[src/rtl/matrix_stream_ctrl_if.sv]
// Byte stream bundle used on both sides of matrix_stream_ctrl.
//   data  : 8-bit payload
//   valid : driven by the master, data is meaningful
//   ready : driven by the slave, it accepts data this cycle
// Handshake: a byte moves on every rising edge where valid && ready are both
// 1. A master holds data and valid steady until that edge. A slave may
// raise or drop ready at any cycle. Neither side waits on the other before
// driving its own signal.
interface matrix_stream_ctrl_if;
  logic [7:0] data;
  logic       valid;
  logic       ready;

  modport master (output data, output valid, input ready);
  modport slave  (input data, input valid, output ready);
endinterface

[src/rtl/matrix_stream_ctrl.sv]
// Byte-stream front/back end for a 3x3 matrix_mult (8-bit operands, 18-bit
// results) on an 8-bit pin budget.
// Ports:
//   clk, reset       rising-edge clock, asynchronous active-low reset
//   in_s  (slave)    18 operand bytes: A0..A8 then B0..B8, row-major
//   A0..A8, B0..B8   operands held stable for matrix_mult
//   mm_enable        enable to matrix_mult, high for the whole COMPUTE phase
//   mm_done          completion from matrix_mult; C0..C8 are valid with it
//   C0..C8           18-bit results from matrix_mult
//   out_s (master)   27 result bytes: per Cr, [7:0], [15:8], {6'b0,[17:16]}
//   err              sticky flag, set when mm_done never arrives in time
//   dbg_state        current FSM state (0 LOAD, 1 COMPUTE, 2 SEND)
module matrix_stream_ctrl #(
  parameter int DONE_TIMEOUT = 15
) (
  input  logic                        clk,
  input  logic                        reset,
  matrix_stream_ctrl_if.slave         in_s,
  output logic [7:0]                  A0, A1, A2, A3, A4, A5, A6, A7, A8,
  output logic [7:0]                  B0, B1, B2, B3, B4, B5, B6, B7, B8,
  output logic                        mm_enable,
  input  logic                        mm_done,
  input  logic [17:0]                 C0, C1, C2, C3, C4, C5, C6, C7, C8,
  matrix_stream_ctrl_if.master        out_s,
  output logic                        err,
  output logic [1:0]                  dbg_state
);

  typedef enum logic [1:0] {
    ST_LOAD    = 2'd0,
    ST_COMPUTE = 2'd1,
    ST_SEND    = 2'd2
  } state_t;

  state_t      state_q, state_d;
  logic [4:0]  byte_cnt_q, byte_cnt_d;
  logic [3:0]  wait_cnt_q, wait_cnt_d;
  logic        live_q;
  logic        mm_enable_q, out_valid_q, err_q;
  logic [7:0]  a_q [9];
  logic [7:0]  b_q [9];
  logic [17:0] c_q [9];
  logic [17:0] c_in [9];
  logic        in_fire, out_fire, capture, timeout;
  logic [7:0]  out_byte;

  assign c_in = '{C0, C1, C2, C3, C4, C5, C6, C7, C8};

  // live_q keeps in_ready low while reset is held and until the first edge
  // after release, even though the reset state is already LOAD.
  assign in_s.ready = live_q && (state_q == ST_LOAD);
  assign in_fire    = in_s.valid && in_s.ready;
  assign out_fire   = out_valid_q && out_s.ready;

  always_comb begin
    state_d    = state_q;
    byte_cnt_d = byte_cnt_q;
    wait_cnt_d = wait_cnt_q;
    capture    = 1'b0;
    timeout    = 1'b0;
    unique case (state_q)
      ST_LOAD: begin
        if (in_fire) begin
          if (byte_cnt_q == 5'd17) begin
            byte_cnt_d = '0;
            wait_cnt_d = '0;
            state_d    = ST_COMPUTE;
          end else begin
            byte_cnt_d = byte_cnt_q + 5'd1;
          end
        end
      end
      ST_COMPUTE: begin
        // A done arriving on the timeout cycle still counts as success.
        if (mm_done) begin
          capture    = 1'b1;
          byte_cnt_d = '0;
          state_d    = ST_SEND;
        end else if (wait_cnt_q == 4'(DONE_TIMEOUT - 1)) begin
          timeout    = 1'b1;
          byte_cnt_d = '0;
          state_d    = ST_LOAD;
        end else begin
          wait_cnt_d = wait_cnt_q + 4'd1;
        end
      end
      ST_SEND: begin
        if (out_fire) begin
          if (byte_cnt_q == 5'd26) begin
            byte_cnt_d = '0;
            state_d    = ST_LOAD;
          end else begin
            byte_cnt_d = byte_cnt_q + 5'd1;
          end
        end
      end
      default: begin
        byte_cnt_d = '0;
        state_d    = ST_LOAD;
      end
    endcase
  end

  // Result byte select: index 3r+b picks lane b of Cr from the shadow copy.
  always_comb begin
    out_byte = '0;
    for (int r = 0; r < 9; r++) begin
      if (byte_cnt_q == 5'(3 * r))     out_byte = c_q[r][7:0];
      if (byte_cnt_q == 5'(3 * r + 1)) out_byte = c_q[r][15:8];
      if (byte_cnt_q == 5'(3 * r + 2)) out_byte = {6'b0, c_q[r][17:16]};
    end
  end

  always_ff @(posedge clk or negedge reset) begin
    if (!reset) begin
      state_q     <= ST_LOAD;
      byte_cnt_q  <= '0;
      wait_cnt_q  <= '0;
      live_q      <= 1'b0;
      mm_enable_q <= 1'b0;
      out_valid_q <= 1'b0;
      err_q       <= 1'b0;
      for (int i = 0; i < 9; i++) begin
        a_q[i] <= '0;
        b_q[i] <= '0;
        c_q[i] <= '0;
      end
    end else begin
      state_q     <= state_d;
      byte_cnt_q  <= byte_cnt_d;
      wait_cnt_q  <= wait_cnt_d;
      live_q      <= 1'b1;
      // Registered from next-state so both go high/low on the state edge.
      mm_enable_q <= (state_d == ST_COMPUTE);
      out_valid_q <= (state_d == ST_SEND);
      if (timeout) err_q <= 1'b1;
      if (in_fire) begin
        for (int i = 0; i < 9; i++) begin
          if (byte_cnt_q == 5'(i))     a_q[i] <= in_s.data;
          if (byte_cnt_q == 5'(i + 9)) b_q[i] <= in_s.data;
        end
      end
      if (capture) begin
        for (int i = 0; i < 9; i++) c_q[i] <= c_in[i];
      end
    end
  end

  assign {A0, A1, A2, A3, A4, A5, A6, A7, A8} =
    {a_q[0], a_q[1], a_q[2], a_q[3], a_q[4], a_q[5], a_q[6], a_q[7], a_q[8]};
  assign {B0, B1, B2, B3, B4, B5, B6, B7, B8} =
    {b_q[0], b_q[1], b_q[2], b_q[3], b_q[4], b_q[5], b_q[6], b_q[7], b_q[8]};

  assign mm_enable   = mm_enable_q;
  assign out_s.data  = out_byte;
  assign out_s.valid = out_valid_q;
  assign err         = err_q;
  assign dbg_state   = state_q;

endmodule

[src/flat_wrapper.sv]
// flat-port wrapper written by rule: the top's interface ports become plain ports
module matrix_stream_ctrl_flat 
#(
  parameter int DONE_TIMEOUT = 15
)
  (clk, reset, A0, A1, A2, A3, A4, A5, A6, A7, A8, B0, B1, B2, B3, B4, B5, B6, B7, B8, mm_enable, mm_done, C0, C1, C2, C3, C4, C5, C6, C7, C8, err, dbg_state, in_s_data, in_s_valid, in_s_ready, out_s_data, out_s_valid, out_s_ready);
  matrix_stream_ctrl_if in_s_i ();
  matrix_stream_ctrl_if out_s_i ();
  input  logic clk;
  input  logic reset;
  output logic [7:0] A0;
  output logic [7:0] A1;
  output logic [7:0] A2;
  output logic [7:0] A3;
  output logic [7:0] A4;
  output logic [7:0] A5;
  output logic [7:0] A6;
  output logic [7:0] A7;
  output logic [7:0] A8;
  output logic [7:0] B0;
  output logic [7:0] B1;
  output logic [7:0] B2;
  output logic [7:0] B3;
  output logic [7:0] B4;
  output logic [7:0] B5;
  output logic [7:0] B6;
  output logic [7:0] B7;
  output logic [7:0] B8;
  output logic mm_enable;
  input  logic mm_done;
  input  logic [17:0] C0;
  input  logic [17:0] C1;
  input  logic [17:0] C2;
  input  logic [17:0] C3;
  input  logic [17:0] C4;
  input  logic [17:0] C5;
  input  logic [17:0] C6;
  input  logic [17:0] C7;
  input  logic [17:0] C8;
  output logic err;
  output logic [1:0] dbg_state;
  input wire logic [$bits(in_s_i.data)-1:0] in_s_data;
  input wire logic [$bits(in_s_i.valid)-1:0] in_s_valid;
  output wire logic [$bits(in_s_i.ready)-1:0] in_s_ready;
  output wire logic [$bits(out_s_i.data)-1:0] out_s_data;
  output wire logic [$bits(out_s_i.valid)-1:0] out_s_valid;
  input wire logic [$bits(out_s_i.ready)-1:0] out_s_ready;
  assign in_s_i.data = in_s_data;
  assign in_s_i.valid = in_s_valid;
  assign in_s_ready = in_s_i.ready;
  assign out_s_data = out_s_i.data;
  assign out_s_valid = out_s_i.valid;
  assign out_s_i.ready = out_s_ready;
  matrix_stream_ctrl #(.DONE_TIMEOUT(DONE_TIMEOUT)) u_core (.clk(clk), .reset(reset), .in_s(in_s_i), .A0(A0), .A1(A1), .A2(A2), .A3(A3), .A4(A4), .A5(A5), .A6(A6), .A7(A7), .A8(A8), .B0(B0), .B1(B1), .B2(B2), .B3(B3), .B4(B4), .B5(B5), .B6(B6), .B7(B7), .B8(B8), .mm_enable(mm_enable), .mm_done(mm_done), .C0(C0), .C1(C1), .C2(C2), .C3(C3), .C4(C4), .C5(C5), .C6(C6), .C7(C7), .C8(C8), .out_s(out_s_i), .err(err), .dbg_state(dbg_state));
endmodule
[config.mk]
export PLATFORM = sky130hd
export DESIGN_NAME = matrix_stream_ctrl_flat
export DESIGN_NICKNAME = d
export VERILOG_FILES = /design/src/rtl/matrix_stream_ctrl_if.sv /design/src/rtl/matrix_stream_ctrl.sv /design/src/flat_wrapper.sv
export SDC_FILE = /design/constraint.sdc
export NUM_CORES = 1
export LEC_CHECK = 0
export CAP_MARGIN = 10
export CORE_MARGIN = 2
export CORE_UTILIZATION = 30
export DETAILED_ROUTE_END_ITERATION = 8
export SLEW_MARGIN = 20
export SYNTH_ARGS = -nofsm -noshare
export SYNTH_HDL_FRONTEND = slang
export SYNTH_SLANG_ARGS = --single-unit
[constraint.sdc]
create_clock -name clk -period 7.7 [get_ports clk]
set_input_delay 1.925 -clock clk [delete_from_list [all_inputs] [get_ports clk]]
set_output_delay 1.925 -clock clk [all_outputs]
set_load 0.02 [all_outputs]
==> run summary <==
Run status: finished clean
Final setup fails: 0
CTS tree: yes
CORE AREA: 47700 um2
# resized after CTS: 0
Reg2reg setup slack: 4380 ps
WL/cell: 23.3 um
Total chip power: 5.01 mW
Initial DRC count: 599
DIE HEIGHT: 224 um
Pwr dens: 256 nW/um2
Clock Tree Buf Depth: 3
Worst Setup Start Kind: flop
Die Wd: 224 um
Hold Buf Count CTS: 0
Die ar.: 50100 um2
Skew final: 23.6 ps
Maximum clock frequency: 0.160 GHz
CP Capture Type: primary output
RSZ-0062 raised after global routing: no
Worst-Skew Late Latency: 560 ps
Vias in the first global route: 10755
Most frequent cells in the layout: 331 x clkdlybuf4s50_1, 320 x dfrtp_1, 301 x mux2_2, 59 x nand2_1
Layout cell share with drive strength beyond 1: 27.4%
Post-DRT Antenna Nets: 0
Pre-CTS setup slack: 2020 ps
Boundary pin count: 333
Fin. max-slew vios: 0
# clock sinks: 321
Crit path max fanout: 24
Relative slew slack: 32.2%
Num CTS Buffers: 38
H-tree Lvls: 2
Largest net degree at the start of global routing: 142
Mapped Avg Cell Area: 13.1 um2
Hold WC Path Type: reg -> reg
Area grow syn2layout: 34.9%
# nets final: 1598
Worst slew pin tran: 1010 ps
CP arrival: 4340 ps
Commonest non-fill, non-tap cell in the layout: clkdlybuf4s50_1
Remaining global-route overflow: 0
TNS Setup: 0 ps
Sequential share of the synthesized area: 55.4%
Drt total wl: 48.0 mm
Yosys synthesis warning count: 0
Flops & latches, synth: 321
Crit path kind: reg -> out
Minimum clock period: 6260 ps
Clk root buf: clkbuf_16
Synth Cell Area: 14500 um2
Post-CTS setup buffer count: 0
Syn nets: 1288
R2R depth: 7
Number of synthesized flops with an enable pin: 0
Period utilization: 81.4%
Setup ws final: 1440 ps
Total track usage: 19.0%
CP Launch Point: u_core.byte_cnt_q[0]
Antenna violations before repair: 6
RD Place Congestion: 0.855
Max FFs per register: 162
Rows: 80
DR DRC count: 0
Placed Instances: 1991
Drt pass-1 iters: 5
Post-synth cell types: 75
Cells after Synth: 1106
Hold path depth: 1
Final Util: 40.9%
Final Hold Viols: 0
CP required: 5780 ps
Global-route wire length before repair: 70.6 mm
Top_reg_cell synth: dfrtp_1
Worst Setup EP: out_s_data[7]
Initial core utilization: 30.3%
Vias post-DR: 10363
DP HPWL: 35.1 mm
P_leak: 9.20 nW
Clock slew at reported path FFs: 60 ps
Max-cap viol count: 0
Async SR Flop Fraction: 100%
Biggest register: u_core.c_q
Port Buffer Count: 332
Reg-to-reg startpoint: u_core.byte_cnt_q[1]
Peak supply drop: 0.161 mV
R2R Path End: u_core.wait_cnt_q[1]
Vias per Instance: 5.03
Non-Filler Instances: 2060
==> where the power goes <==
part	switching [mW]	total [mW]	leakage (nW)	internal, mW
logic	0.801	1.39	4.14	0.587
registers	0.0862	1.84	4.46	1.75
clock network	0.722	1.78	0.601	1.05
total	1.61	5.01	9.20	3.40
==> cells by family (layout without fill, tap and decap cells) <==
logic type,Yosys count,count (layout),share of synthesized area [%]
flip-flops,321,321,55.4
AO/OA/AOI/OAI,177,177,8.31
XOR/XNOR,3,3,0.181
buffers and inverters,80,417,2.73
adder cells (fa/ha/maj),7,7,0.604
multiplexers,311,311,24.4
other,1,3,0.0259
AND/OR/NAND/NOR,206,206,8.27
==> critical path: stages, from the launching register on <==
cell and delay (ps):
dfrtp_1 430, ha_1 530, and3_1 340, ha_1 380, nand2b_1 330, a311oi_1 270, o22ai_1 130, or3_1 410
a21oi_1 300, clkdlybuf4s50_1 670
==> per-layer routing <==
metal  GRT usage (%)  share of wire (%)  vias up
li1                -                  -     4702
met1            24.2                 42     5244
met2            31.1                 48      335
met3            5.67                7.1       74
met4            5.98                2.6        8
met5               0               0.12        -
==> layout make-up <==
| cell class | instances | area, um2 |
|---|---|---|
| Antenna cell | 2 | 5.00 |
| Inverter | 11 | 41.3 |
| Clock buffer | 50 | 1040 |
| Multi-Input combinational cell | 705 | 6070 |
| Timing Repair Buffer | 339 | 3390 |
| Tap cell | 615 | 769 |
| Clock inverter | 17 | 191 |
| Fill cell | 4465 | 28200 |
| Sequential cell | 321 | 8030 |
==> synth_stat cells (all sizes together), types with 7 or more instances <==
library cell,n,share of area (%)
nand2b,10,0.43
nor3b,7,0.47
dfrtp,321,55
nor2,41,1.1
nand4,8,0.35
o21ai,27,0.93
a21oi,35,1.3
and3b,7,0.42
o22ai,32,1.4
inv,10,0.26
ha,7,0.60
nor3,9,0.31
nor2b,9,0.39
a32oi,8,0.48
buf,28,1.4
a211oi,11,0.57
nand2,59,1.5
nand3,12,0.45
a22oi,8,0.41
o211ai,7,0.36
o221ai,7,0.42
a21o,8,0.41
mux2,309,24
clkbuf,41,1.1
==> worst min-delay path by stage <==
stage | from | to | slack (ps)
CTS | u_core.err | u_core.err | 500
detailed placement | u_core.err | u_core.err | 470
global route | u_core.A2[0] | u_core.A2[0] | 510
floorplan | u_core.c_q[160] | u_core.c_q[160] | 470
finish | u_core.err | u_core.err | 490
global placement | u_core.err | u_core.err | 470
==> per-stage QoR <==
stage	instance area, um2	hold slack, ps
final	19500	489
after global routing	19500	510
after global placement	18300	468
after detailed placement	18300	473
after CTS	19500	498
after floorplan	14500	470
(Power assumes the default switching activity.)
==> variant 1, RTL diff (same flow settings) <==
Reset style: synchronous (`reset`), changed in one clocked block. Comments in the files are not updated.
--- a/src/rtl/matrix_stream_ctrl.sv
+++ b/src/rtl/matrix_stream_ctrl.sv
@@ -111,7 +111,7 @@
     end
   end
 
-  always_ff @(posedge clk or negedge reset) begin
+  always_ff @(posedge clk) begin
     if (!reset) begin
       state_q     <= ST_LOAD;
       byte_cnt_q  <= '0;
Function: differs if reset is asserted again (counterexample within 4 cycles, from zero or initial values and one cycle with reset low); with reset held inactive, the same outputs for 10 cycles.
==> variant 1 against the original RTL <==
- fmax fell by 0.26%
- non-clock buffer count rose by 15
- routed wire length fell by 14%
- sequential share of layout area rose by 9.9 points
- via count fell by 8.8%
- synthesized area fell by 6.8%
- register-to-register slack got worse by 0.37 ns
- cell area fell by 4.8%
- setup slack got worse by 0.016 ns
- final cell count fell by 5.7%
- sequential cell count did not move
Power is not compared: it rests on default switching activity, and its combinational part moved more than twofold at a synthesized area within 25%.
==> variant 1: results (changes against the original RTL) <==
Clock Latency Late Sink - 0.53 ns (-0.03 ns)
initial drt markers - 926 (+55%)
Num CTS Buffers - 34 (-11%)
drt wl/cell - 21.2 um (-9.1%)
number of global-route vias before repair - 9499 (-12%)
drt pass-1 iters - 8 (+3)
Layout Nets - 1511 (-5.4%)
Synth Area in Compound Gates - 0.106 (+0.0227)
synth top area cells - edfxtp_1 68%, and2_1 8.6%, dfxtp_1 2.2%
crit path DAT - 4.36 ns (+0.02 ns)
status - finished clean
# fillers - 4128 (-7.5%)
share of cells above drive strength 1 - 0.0696 (-0.204)
initial antenna violation count - 0 (-6)
Adder-Cell Fraction of Synth Area - 0.00649 (+0.000444)
Final HPWL DP - 30800 um (-12%)
xor/xnor cell area share of the yosys netlist - 0.00324 (+0.00143)
EDFF count, synth - 306 (+306)
global-route wire length before repair - 60700 um (-14%)
Worst-Margin Slew - 1.12 ns (+0.106 ns)
sequential-to-total area share from yosys stat - 0.703 (+0.149)
placed cell areas - 0.0175 mm^2 (-4.5%)
via count - 9452 (-8.8%)
Post-synth ARST share - 0 (-1.00)
Worst Skew - 0.0281 ns (+0.00443 ns)
mux cell area share after synthesis - 0.000741 (-0.244)
largest net degree at the start of global routing - 163 (+15%)
Antenna Cells - 0 (-2)
most common library cells after synthesis - 306 x edfxtp_1, 185 x and2_1, 71 x nor2_1
[variant 1: routing by layer]
metal | GRT usage | share of wire
met1 | 0.226 | 0.42
met2 | 0.291 | 0.48
met3 | 0.0380 | 0.070
met4 | 0.0493 | 0.025
met5 | 0 | 0
[variant 1: kinds of logic after synthesis]
| family | after synthesis |
|---|---|
| xor+xnor | 5 |
| simple gates | 376 |
| buf+inv | 71 |
| flops | 321 |
| compound gates | 217 |
| fa+ha+maj | 7 |
| mux | 1 |
[variant 1: final cells by class]
class,count,area (um^2),share of cell area
Multi-Input combinational cell,606,3720,0.200
Clock buffer,38,866,0.0465
Tap cell,592,741,0.0398
Timing Repair Buffer,354,3500,0.188
Sequential cell,321,9490,0.510
Clock inverter,20,249,0.0134
Inverter,12,45.0,0.00242
[variant 1: worst paths after layout]
path                        start                 to  slack (ns)  cells after the start
max          u_core.byte_cnt_q[0]      out_s_data[6]        1.42                      8
max reg2reg  u_core.byte_cnt_q[3]  u_core.b_q[0][58]        4.01                      8
min                    u_core.err         u_core.err        0.49                      1
min reg2reg            u_core.err         u_core.err        0.49                      1
[variant 1: where the power goes]
part	internal (mW)	total, mW	switching (mW)
logic	0.192	0.397	0.205
registers	1.98	2.01	0.0325
clock network	0.982	1.64	0.662
total	3.15	4.05	0.900
[variant 1: per-stage QoR]
| stage | instances | worst slack, ns | util |
|---|---|---|---|
| 3_5_place_dp | 1885 | 2.05 | 0.395 |
| 5_1_grt | 1943 | 1.17 | 0.420 |
| 4_1_cts | 1943 | 1.45 | 0.420 |
| 2_1_floorplan | 998 | 1.29 | - |
| 6_report | 1943 | 1.42 | 0.420 |
| 3_3_place_gp | 1885 | 2.21 | 0.395 |
[variant 1: critical path, stage by stage (launching register included)]
cell	delay [ns]
dfxtp_1	0.43
ha_1	0.77
nor4b_2	0.70
a32oi_1	0.12
o22a_1	0.25
nor4_1	0.36
o41ai_1	0.18
a21oi_1	0.32
clkdlybuf4s50_1	0.67
==> variant 2, RTL diff (same settings) <==
Without the edit above. `DONE_TIMEOUT` is set to 15 in 2 places; all go to 14.
--- a/src/rtl/matrix_stream_ctrl.sv
+++ b/src/rtl/matrix_stream_ctrl.sv
@@ -11,7 +11,7 @@
 //   err              sticky flag, set when mm_done never arrives in time
 //   dbg_state        current FSM state (0 LOAD, 1 COMPUTE, 2 SEND)
 module matrix_stream_ctrl #(
-  parameter int DONE_TIMEOUT = 15
+  parameter int DONE_TIMEOUT = 14
 ) (
   input  logic                        clk,
   input  logic                        reset,
--- a/src/flat_wrapper.sv
+++ b/src/flat_wrapper.sv
@@ -1,7 +1,7 @@
 // flat-port wrapper written by rule: the top's interface ports become plain ports
 module matrix_stream_ctrl_flat 
 #(
-  parameter int DONE_TIMEOUT = 15
+  parameter int DONE_TIMEOUT = 14
 )
   (clk, reset, A0, A1, A2, A3, A4, A5, A6, A7, A8, B0, B1, B2, B3, B4, B5, B6, B7, B8, mm_enable, mm_done, C0, C1, C2, C3, C4, C5, C6, C7, C8, err, dbg_state, in_s_data, in_s_valid, in_s_ready, out_s_data, out_s_valid, out_s_ready);
   matrix_stream_ctrl_if in_s_i ();
Function: same outputs for any inputs over 4 cycles, from zero or initial values and one cycle with reset low; that may be too few to reach the edited logic, so the function may still have changed.
==> variant 2 against the original RTL <==
- critical path depth unchanged
- synthesized area barely moved
- setup slack lost 0.28 ns
- routed wire length is 0.49% lower
- hold slack worse by 0.0079 ns
- fmax is 4.3% lower
- sequential cell count did not move
- cell area rose by 0.26%
- total power rose by 36%
- combinational power is 85% higher
- highest routed layer is now met4
==> variant 2: results (changes against the original RTL) <==
final wirelength - 47700 um (-0.49%)
global-route wire length before repair - 71400 um (+1.1%)
register with the most flip-flops - u_core.c_q
synth top area cells - dfrtp_1 55%, mux2_2 23%, nand2_1 1.5%
Layout Nets - 1591 (-0.44%)
Buffers on Ports - 332 (unchanged)
# fillers - 4428 (-0.83%)
Num CTS Buffers - 38 (unchanged)
via count - 10500 (+0.98%)
sequential-to-total area share from yosys stat - 0.554 (about the same)
post-CTS setup buffers - 0 (unchanged)
Netlist cell types - 80 (+6.7%)
share of cells above drive strength 1 - 0.270 (-0.00392)
largest net degree at the start of global routing - 165 (+16%)
number of global-route vias before repair - 10900 (+1.2%)
DP Worst Slack - 1.85 ns (-0.169 ns)
gpl congestion - 0.890 (+4.1%)
Overflow after GRT - 0 (unchanged)
status - finished clean
crit-path max FO - 24 (unchanged)
Placed Cells - 1984 (-0.35%)
# H-tree levels - 2 (unchanged)
drt wl/cell - 23.2 um (-0.29%)
Leak Pwr - 8.93 nW (-3.0%)
Peak VDD IR - 139 uV (-14%)
syn nets - 1281 (-0.54%)
initial drt markers - 767 (+28%)
crit path DAT - 4.62 ns (+0.28 ns)
Reg clk slew, reported paths - 0.06 ns (about the same)
Worst Skew - 0.0173 ns (-0.00636 ns)
initial antenna violation count - 3 (-3)
max reg flops - 162 (unchanged)
Hold Crit Class - reg2reg
CTS root buf - clkbuf_16
synth warn - 0 (unchanged)
most common library cells after synthesis - 321 x dfrtp_1, 296 x mux2_2, 56 x nand2_1
drt pass-1 iters - 5 (unchanged)
Gate Count Post-Synth - 1099 (-0.63%)
Worst-Margin Slew - 0.990 ns (-0.0240 ns)
Final HPWL DP - 35100 um (-0.12%)
GR Util All Layers - 0.190 (+0.000354)
## variant 2: logic make-up (layout without fill, tap and decap cells)
family | Yosys count | count (layout) | share of synthesized area
fa+ha+maj | 7 | 7 | 0.00605
compound gates | 186 | 186 | 0.0925
flops | 321 | 321 | 0.554
xor+xnor | 3 | 3 | 0.00181
buf+inv | 86 | 425 | 0.0276
simple gates | 184 | 184 | 0.0759
mux | 311 | 311 | 0.241
other cells | 1 | 4 | 0.000259
## variant 2: cell type report
cell class | count | area share
Sequential cell | 321 | 0.410
Multi-Input combinational cell | 692 | 0.309
Timing Repair Buffer | 340 | 0.174
Clock buffer | 52 | 0.0543
Tap cell | 615 | 0.0393
Clock inverter | 17 | 0.00926
Inverter | 16 | 0.00306
Antenna cell | 3 | 0.000383
## variant 2: worst max-delay path, cell delays in order (launching register included)
cell             delay (ns)
dfrtp_1                0.42
inv_1                  0.10
ha_1                   0.77
clkinv_1               0.63
nor4_2                 0.79
a22oi_1                0.14
o21ai_0                0.22
mux2i_1                0.11
o32ai_1                0.15
clkdlybuf4s50_1        0.72
## variant 2: report_power, final
group | switching, mW | total [mW] | internal [mW]
Sequential | 0.327 | 2.42 | 2.09
Combinational | 1.33 | 2.57 | 1.24
Clock | 0.736 | 1.81 | 1.08
Total | 2.39 | 6.79 | 4.40
## variant 2: worst paths after layout
path | end | slack (ns) | cells past startpoint | from
setup / recovery | out_s_data[6] | 1.15 | 9 | u_core.byte_cnt_q[1]
hold / removal | u_core.err | 0.48 | 1 | u_core.err
setup reg to reg | u_core.B4[0] | 4.39 | 5 | u_core.byte_cnt_q[1]
hold reg to reg | u_core.err | 0.48 | 1 | u_core.err
max in group asynchronous | u_core.byte_cnt_q[3] | 4.90 | 2 | reset
min in group asynchronous | u_core.B7[4] | 1.41 | 1 | reset
## variant 2: per-layer routing
layer / share of wire / GRT usage
met3: 0.053 / 0.0363
met5: 0 / 0
met1: 0.44 / 0.255
met2: 0.48 / 0.314
met4: 0.025 / 0.0563
## variant 2: metrics by stage
step	util	instance area, um^2
final	0.410	19600
after CTS	0.410	19600
after detailed placement	0.384	18300
after global placement	0.384	18300
after global routing	0.410	19600
after floorplan	-	14500
